### config.mk
export PLATFORM = sky130hd
export DESIGN_NAME = sync_fifo
export DESIGN_NICKNAME = d
export VERILOG_FILES = /design/src/rtl/fifo_mem.sv /design/src/rtl/sync_fifo.sv
export SDC_FILE = /design/constraint.sdc
export NUM_CORES = 1
export LEC_CHECK = 0
export BUFFER_PORTS_ARGS = -buffer_cell sky130_fd_sc_hd__buf_2
export CAP_MARGIN = 20
export CORE_MARGIN = 4
export CORE_UTILIZATION = 30
export CTS_CLUSTER_DIAMETER = 200
export DETAILED_ROUTE_END_ITERATION = 12
export MAX_ROUTING_LAYER = met4
export PLACE_DENSITY_LB_ADDON = 0.25
export SYNTH_ARGS = -nofsm -noshare
export SYNTH_HDL_FRONTEND = slang
export SYNTH_HIERARCHICAL = 1
export SYNTH_SLANG_ARGS = --single-unit
### constraint.sdc
create_clock -name clk -period 2.67 [get_ports clk]
set_input_delay 0 -clock clk [delete_from_list [all_inputs] [get_ports clk]]
set_output_delay 0 -clock clk [all_outputs]
set_load 0.03 [all_outputs]
### src/rtl/fifo_mem.sv
// fifo_mem: DEPTH x WIDTH storage array for sync_fifo.
//   clk      rising-edge clock
//   wr_en    write strobe; stores wr_data at wr_addr
//   wr_addr  write address
//   wr_data  write word
//   rd_en    read strobe; loads mem[rd_addr] into rd_data
//   rd_addr  read address
//   rd_data  registered read word, holds when rd_en is low
// The array and the read register are deliberately not reset.
module fifo_mem #(
  parameter int WIDTH = 8,
  parameter int DEPTH = 8,
  parameter int AW    = $clog2(DEPTH)
) (
  input  logic             clk,
  input  logic             wr_en,
  input  logic [AW-1:0]    wr_addr,
  input  logic [WIDTH-1:0] wr_data,
  input  logic             rd_en,
  input  logic [AW-1:0]    rd_addr,
  output logic [WIDTH-1:0] rd_data
);

  logic [WIDTH-1:0] mem [DEPTH];

  // A same-edge read and write of one address returns the old word,
  // which is what a full FIFO doing read+write needs.
  always_ff @(posedge clk) begin
    if (wr_en) mem[wr_addr] <= wr_data;
    if (rd_en) rd_data <= mem[rd_addr];
  end

endmodule

### src/rtl/sync_fifo.sv
// sync_fifo: single-clock first-in first-out buffer with registered read.
//   clk        rising-edge clock
//   rst        synchronous active-high reset
//   wr_en      write request; accepted when not full or when reading too
//   wr_data    word stored on an accepted write
//   rd_en      read request; accepted when not empty
//   rd_data    word from the last accepted read (0 after reset)
//   full       count == DEPTH
//   empty      count == 0
//   count      stored words, 0..DEPTH
//   overflow   one-cycle pulse after a rejected write
//   underflow  one-cycle pulse after a rejected read
module sync_fifo #(
  parameter  int WIDTH = 8,
  parameter  int DEPTH = 8,
  localparam int AW    = $clog2(DEPTH)
) (
  input  logic             clk,
  input  logic             rst,
  input  logic             wr_en,
  input  logic [WIDTH-1:0] wr_data,
  input  logic             rd_en,
  output logic [WIDTH-1:0] rd_data,
  output logic             full,
  output logic             empty,
  output logic [AW:0]      count,
  output logic             overflow,
  output logic             underflow
);

  logic [AW-1:0]    wr_ptr;
  logic [AW-1:0]    rd_ptr;
  logic             wr_acc;
  logic             rd_acc;
  logic             rd_zero;
  logic [WIDTH-1:0] mem_rd_data;

  assign full  = (count == (AW+1)'(DEPTH));
  assign empty = (count == '0);

  // When full, a simultaneous read frees the slot being written.
  assign wr_acc = wr_en && (!full || rd_en);
  assign rd_acc = rd_en && !empty;

  always_ff @(posedge clk) begin
    if (rst) begin
      wr_ptr    <= '0;
      rd_ptr    <= '0;
      count     <= '0;
      overflow  <= 1'b0;
      underflow <= 1'b0;
      rd_zero   <= 1'b1;
    end else begin
      if (wr_acc) wr_ptr <= wr_ptr + 1'b1;
      if (rd_acc) begin
        rd_ptr  <= rd_ptr + 1'b1;
        rd_zero <= 1'b0;
      end
      case ({wr_acc, rd_acc})
        2'b10:   count <= count + 1'b1;
        2'b01:   count <= count - 1'b1;
        default: count <= count;
      endcase
      overflow  <= wr_en && full && !rd_en;
      underflow <= rd_en && empty;
    end
  end

  // The storage read register has no reset; rd_zero forces the visible
  // word to 0 from reset until the first accepted read reloads it.
  assign rd_data = rd_zero ? '0 : mem_rd_data;

  fifo_mem #(
    .WIDTH (WIDTH),
    .DEPTH (DEPTH),
    .AW    (AW)
  ) u_mem (
    .clk     (clk),
    .wr_en   (wr_acc && !rst),
    .wr_addr (wr_ptr),
    .wr_data (wr_data),
    .rd_en   (rd_acc && !rst),
    .rd_addr (rd_ptr),
    .rd_data (mem_rd_data)
  );

endmodule

Yosys cells after proc, flatten, opt, wreduce, memory -nomap -nowiden
Memory sizes are Yosys's and may differ from the RTL's. A register that Yosys moved wholly into a read port is not among the register bits.
Index checks and enable logic that the tools add are counted.
{ "totals": {"ff_bits": 13, "ramBits": 64, "in_bits": 12, "out_inout_bits": 16, "elab_cells": 32, "mem_count": 1} }
{ "mem_list": {"columns": ["memory", "depth", "word_bits", "rd", "rd_ports_with_merged_regs", "wr", "line_no", "rtl"], "rows": [
  ["u_mem.mem", 8, 8, 1, 1, 1, "fifo_mem.sv:24", "logic [WIDTH-1:0] mem [DEPTH];"]
]} }
{ "op_classes": {"addsub": 4, "n_eq_ne": 3, "mux": 4, "n_reduce_logical": 14} }
{ "op_table": {"columns": ["op", "count"], "rows": [
  ["2-to-1 mux 8 bit", 1],
  ["one-hot mux 4 bit (2 select lines)", 1],
  ["logical AND 1 bit", 7],
  ["adder 3 x 1 -> 3 bit (second input constant)", 2],
  ["adder 4 x 1 -> 4 bit (second input constant)", 1],
  ["equality test 4 bit (second input constant)", 1],
  ["zero test 1 bit", 4],
  ["zero test 4 bit", 1],
  ["subtractor 4 x 1 -> 4 bit (second input constant)", 1],
  ["equality test 2 x 1 -> 1 bit (second input constant)", 1],
  ["equality test 2 bit (second input constant)", 1],
  ["2-to-1 mux 1 bit", 2],
  ["nonzero test 2 bit", 1],
  ["logical OR 1 bit", 1]
]} }

Logic depth before layout (Yosys ltp)
{ "depth": {"word_depth": 7, "depth_mapped": 11, "ltp_nobuf": 10} }

Cells and area by module
The synthesis kept the hierarchy.
{ "modules_own_cells": {"columns": ["module", "n_inst", "cells_each", "area_per_inst_um2", "seq_area_each_um2"], "rows": [
  ["fifo_mem", 1, 114, 2771.4, 2162.1],
  ["sync_fifo", 1, 75, 694.4, 260.2]
]} }

Least setup slack after synthesis
OpenSTA, ideal clock, no wires.
{ "synth_path": {"path_kind": "register to register", "start": "register count[1]", "end": "register count[2]", "setup_ps": 70, "arrival_ps": 2480, "t_required_ps": 2600, "slack_ps": 121, "path_stages_with_launch": 11, "path_buffers": 1, "period_less_slack_ps": 2549, "path_cell_list": "dfxtp_1 buf_6 or4b_4 o21ai_4 ha_1 xor2_1 ha_1 a21oi_1 xor2_1 or3_1 a21oi_1"} }
{ "synth_between": {"elab_chain_len": 6, "word_cells_on_any_way": 13, "classes_between": "add/sub: 2; eq/ne: 3; mux: 1; reduce/logical: 7"} }
{ "synth_rtl": {"columns": ["element", "line_no", "rtl"], "rows": [
  ["start, declared", "sync_fifo.sv:26", "output logic [AW:0] count,"],
  ["start signal, assigned", "sync_fifo.sv:60", "2'b10: count <= count + 1'b1;"],
  ["start signal, assigned", "sync_fifo.sv:61", "2'b01: count <= count - 1'b1;"],
  ["start signal, assigned", "sync_fifo.sv:62", "default: count <= count;"],
  ["equality test 4 bit", "sync_fifo.sv:38", "assign full = (count == (AW+1)'(DEPTH));"],
  ["zero test 1 bit", "sync_fifo.sv:42", "assign wr_acc = wr_en && (!full || rd_en);"],
  ["logical OR 1 bit", "sync_fifo.sv:42", null],
  ["logical AND 1 bit", "sync_fifo.sv:42", null],
  ["equality test 2 x 1 -> 1 bit / equality test 2 bit (equally long branches)", "sync_fifo.sv:59", "case ({wr_acc, rd_acc})"],
  ["one-hot mux 4 bit (2 select lines) / nonzero test 2 bit (equally long branches)", null, null]
]} }
Several ways; a longest one is shown, not always the timed one.
A chain may end at the register's enable or synchronous reset.

Worst setup path after layout
{ "layout_path": {"start": "register count[0]", "end": "register count[2]"} }
Same word-level chain as after synthesis.

==> run metrics <==
critical path's slowest cell=or4b_4; Synth Area in Adders=1.81%; Final Hold Fails=0; Die Y=115 um; worst setup path class=flip-flop to flip-flop; final setup vio count=0; final RePlAce weighted congestion=0.684; Post-synth EDFFs=72; Initial Util=31.3%; Synth Area in XOR/XNOR=1.77%; Max Fclk=397 MHz; critical path's top delay family=simple AND/OR/NAND/NOR gates; setup TNS=0 ns; Ant. Diodes=0; Final min period=2.52 ns; max-slew violation count=0; total gr overflow=0; mux cell area share after synthesis=15.5%; total CTS buffers=9; RSZ-0062 raised after global routing=false; Ports=28; Final Cycle Share=94.2%; count leader, synth=edfxtp_1; WP data arrival=2.79 ns; via count=1711; DRT Pass-1 Iters=4; Yosys top cell area share=62.4%; Final nets=260; Total Routing Usage GR=10.7%; syn avg cell area=18.3 um2; vias per inst=4.41; Design Power=3.67 mW; Worst setup SP type=flip-flop; clk_skew=0.00614 ns; Yosys warning count=6; pwr dens=871 nW/um2; Iter 0 DRT Violations=105; Yosys top cell by area=edfxtp_1; CP required=2.94 ns; number of global-route vias before repair=1725; relative slew slack=57.7%; Worst Tran Pin Value=0.632 ns; Area Overhead vs Synth=21.6%; routed wire length=6260 um; Clk pin slew, worst setup/hold paths=0.06 ns; Post-CTS Setup Bufs=0; status=finished, final reports clean; Worst setup EP type=flip-flop; # Max-Cap Violations=0; Clock Tree Buf Depth=2; Cells after Synth=189; worst ir drop on vdd=0.260 mV; Clk Tree Root Cell=clkbuf_16; Post-Syn Nets=206; asr flop ratio synth=0%; Core ar.=11100 um2; Netlist Area Pre-Place=3470 um2; Compound-Gate Fraction of Synth Area=2.09%; antenna violations before repair=0; Post-CTS Resized=0; CTS tree=done; CTS sink cnt=85; routed len/inst=16.1 um; number of buffers and inverters on the critical path=0; Netlist cell types=34; largest net degree at the start of global routing=19; Worst-Skew Late Latency=0.34 ns; die area=13300 um2; layout cells sized above 1=28.2%; Reg2Reg Setup Slack=0.15 ns; Max H-tree Level=3; simple-gate share of the synthesized area=6.90%; Crit Path Max Fanout=7; total leakage power=1.51 nW; met2 global-route usage=15.7%; die width=115 um; main combinational cell family by area after synthesis=multiplexers; Post-DP HPWL=3980 um; register bit count reported by yosys=85; first-pass GRT wire length=10000 um; Post-synth top cells=edfxtp_1 (72), nor2_1 (17), mux4_1 (15), dfxtp_1 (13); Hold Path Class=input pin to flip-flop; Primary FF master, synth=edfxtp_1; sequential cell area fraction in the yosys report=69.9%; top post-synthesis cells by area=edfxtp_1 (62%), mux4_1 (11%), dfxtp_1 (7.5%); GRT Max-Usage Layer=met2; Routed Antenna Nets=0; met1 Use GR=14.0%; grt met3 use=2.72%; DRC viols=0; # rows=38; worst stage delay on the critical path=0.60 ns; CP Cell Sequence=or4b_4, o21ai_4, ha_1, xor2_1, ha_1, a21oi_1, xor2_1, or3_1, a21oi_1; I/O Buffers=27
==> final cells by class <==
type                       instances  area (um2)
tap                              140         175
clock inverter                     6        71.3
sequential                        85        2420
multi-input combinational         94         973
timing repair buffer              50         333
fill                            1042        6860
inverter                           3        11.3
clock buffer                      10         229
==> power breakdown <==
part | total, mW | switching, mW | internal [mW]
Clock | 1.25 | 0.519 | 0.735
Sequential | 1.62 | 0.0738 | 1.54
Combinational | 0.803 | 0.448 | 0.355
Total | 3.67 | 1.04 | 2.63
==> cells in the final DEF, fill, tap and decap left out, types with 5 or more instances in the layout <==
| master | instances |
|---|---|
| buf_2 | 27 |
| buf_4 | 13 |
| clkbuf_16 | 9 |
| dfxtp_1 | 13 |
| dlygate4sd3_1 | 10 |
| edfxtp_1 | 72 |
| ha_1 | 5 |
| mux2_2 | 9 |
| mux4_1 | 15 |
| nand2_1 | 6 |
| nor2_1 | 17 |
| nor2b_1 | 9 |
| xor2_1 | 6 |
==> worst paths after layout <==
path | start | endpoint | depth (start not counted)
worst max-delay path | count[0]$_SDFFE_PP0P_ | count[2]$_SDFFE_PP0P_ | 9
worst min register to register | wr_ptr[2]$_SDFFE_PP0P_ | wr_ptr[2]$_SDFFE_PP0P_ | 2
worst max register to register | count[0]$_SDFFE_PP0P_ | count[2]$_SDFFE_PP0P_ | 9
worst min-delay path | rst | rd_ptr[0]$_SDFFE_PP0P_ | 2
==> registers in the layout, summed over array words and instances (netlist names) <==
register / count
wr_ptr: 3
u_mem/rd_data: 8
overflow: 1
u_mem/mem: 64
underflow: 1
count: 4
rd_zero: 1
rd_ptr: 3
==> cells by family after synthesis <==
family | Yosys count
flip-flops | 85
AND/OR/NAND/NOR | 45
multiplexers | 27
AO/OA/AOI/OAI | 10
buffers and inverters | 10
XOR/XNOR | 7
adder cells (fa/ha/maj) | 5
==> stage by stage <==
stage               area (um2)  hold slack, ns  worst slack (ns)  instances  utilization (%)
detailed placement        3810           0.277             0.157        362             34.4
finish                    4220          0.0121             0.154        388             38.1
CTS                       4220         0.00812             0.127        388             38.1
global placement          3810           0.272             0.191        362             34.4
floorplan                 3470          0.0691             0.121        189                -
global route              4220          0.0422           0.00577        388             38.1
==> what timing repair did <==
item                       4_1_cts  5_1_grt
hold endpoints to repair        66        0
setup endpoints to repair        0        0
hold buffers                    10        0
==> routing by layer <==
layer / part of all wire, % / up-vias
met3: 3.9 / 10
met1: 48 / 821
li1: - / 851
met5: 0 / -
met2: 47 / 29
met4: 1.8 / 0
Note: power is estimated with default switching activity, not from simulation.
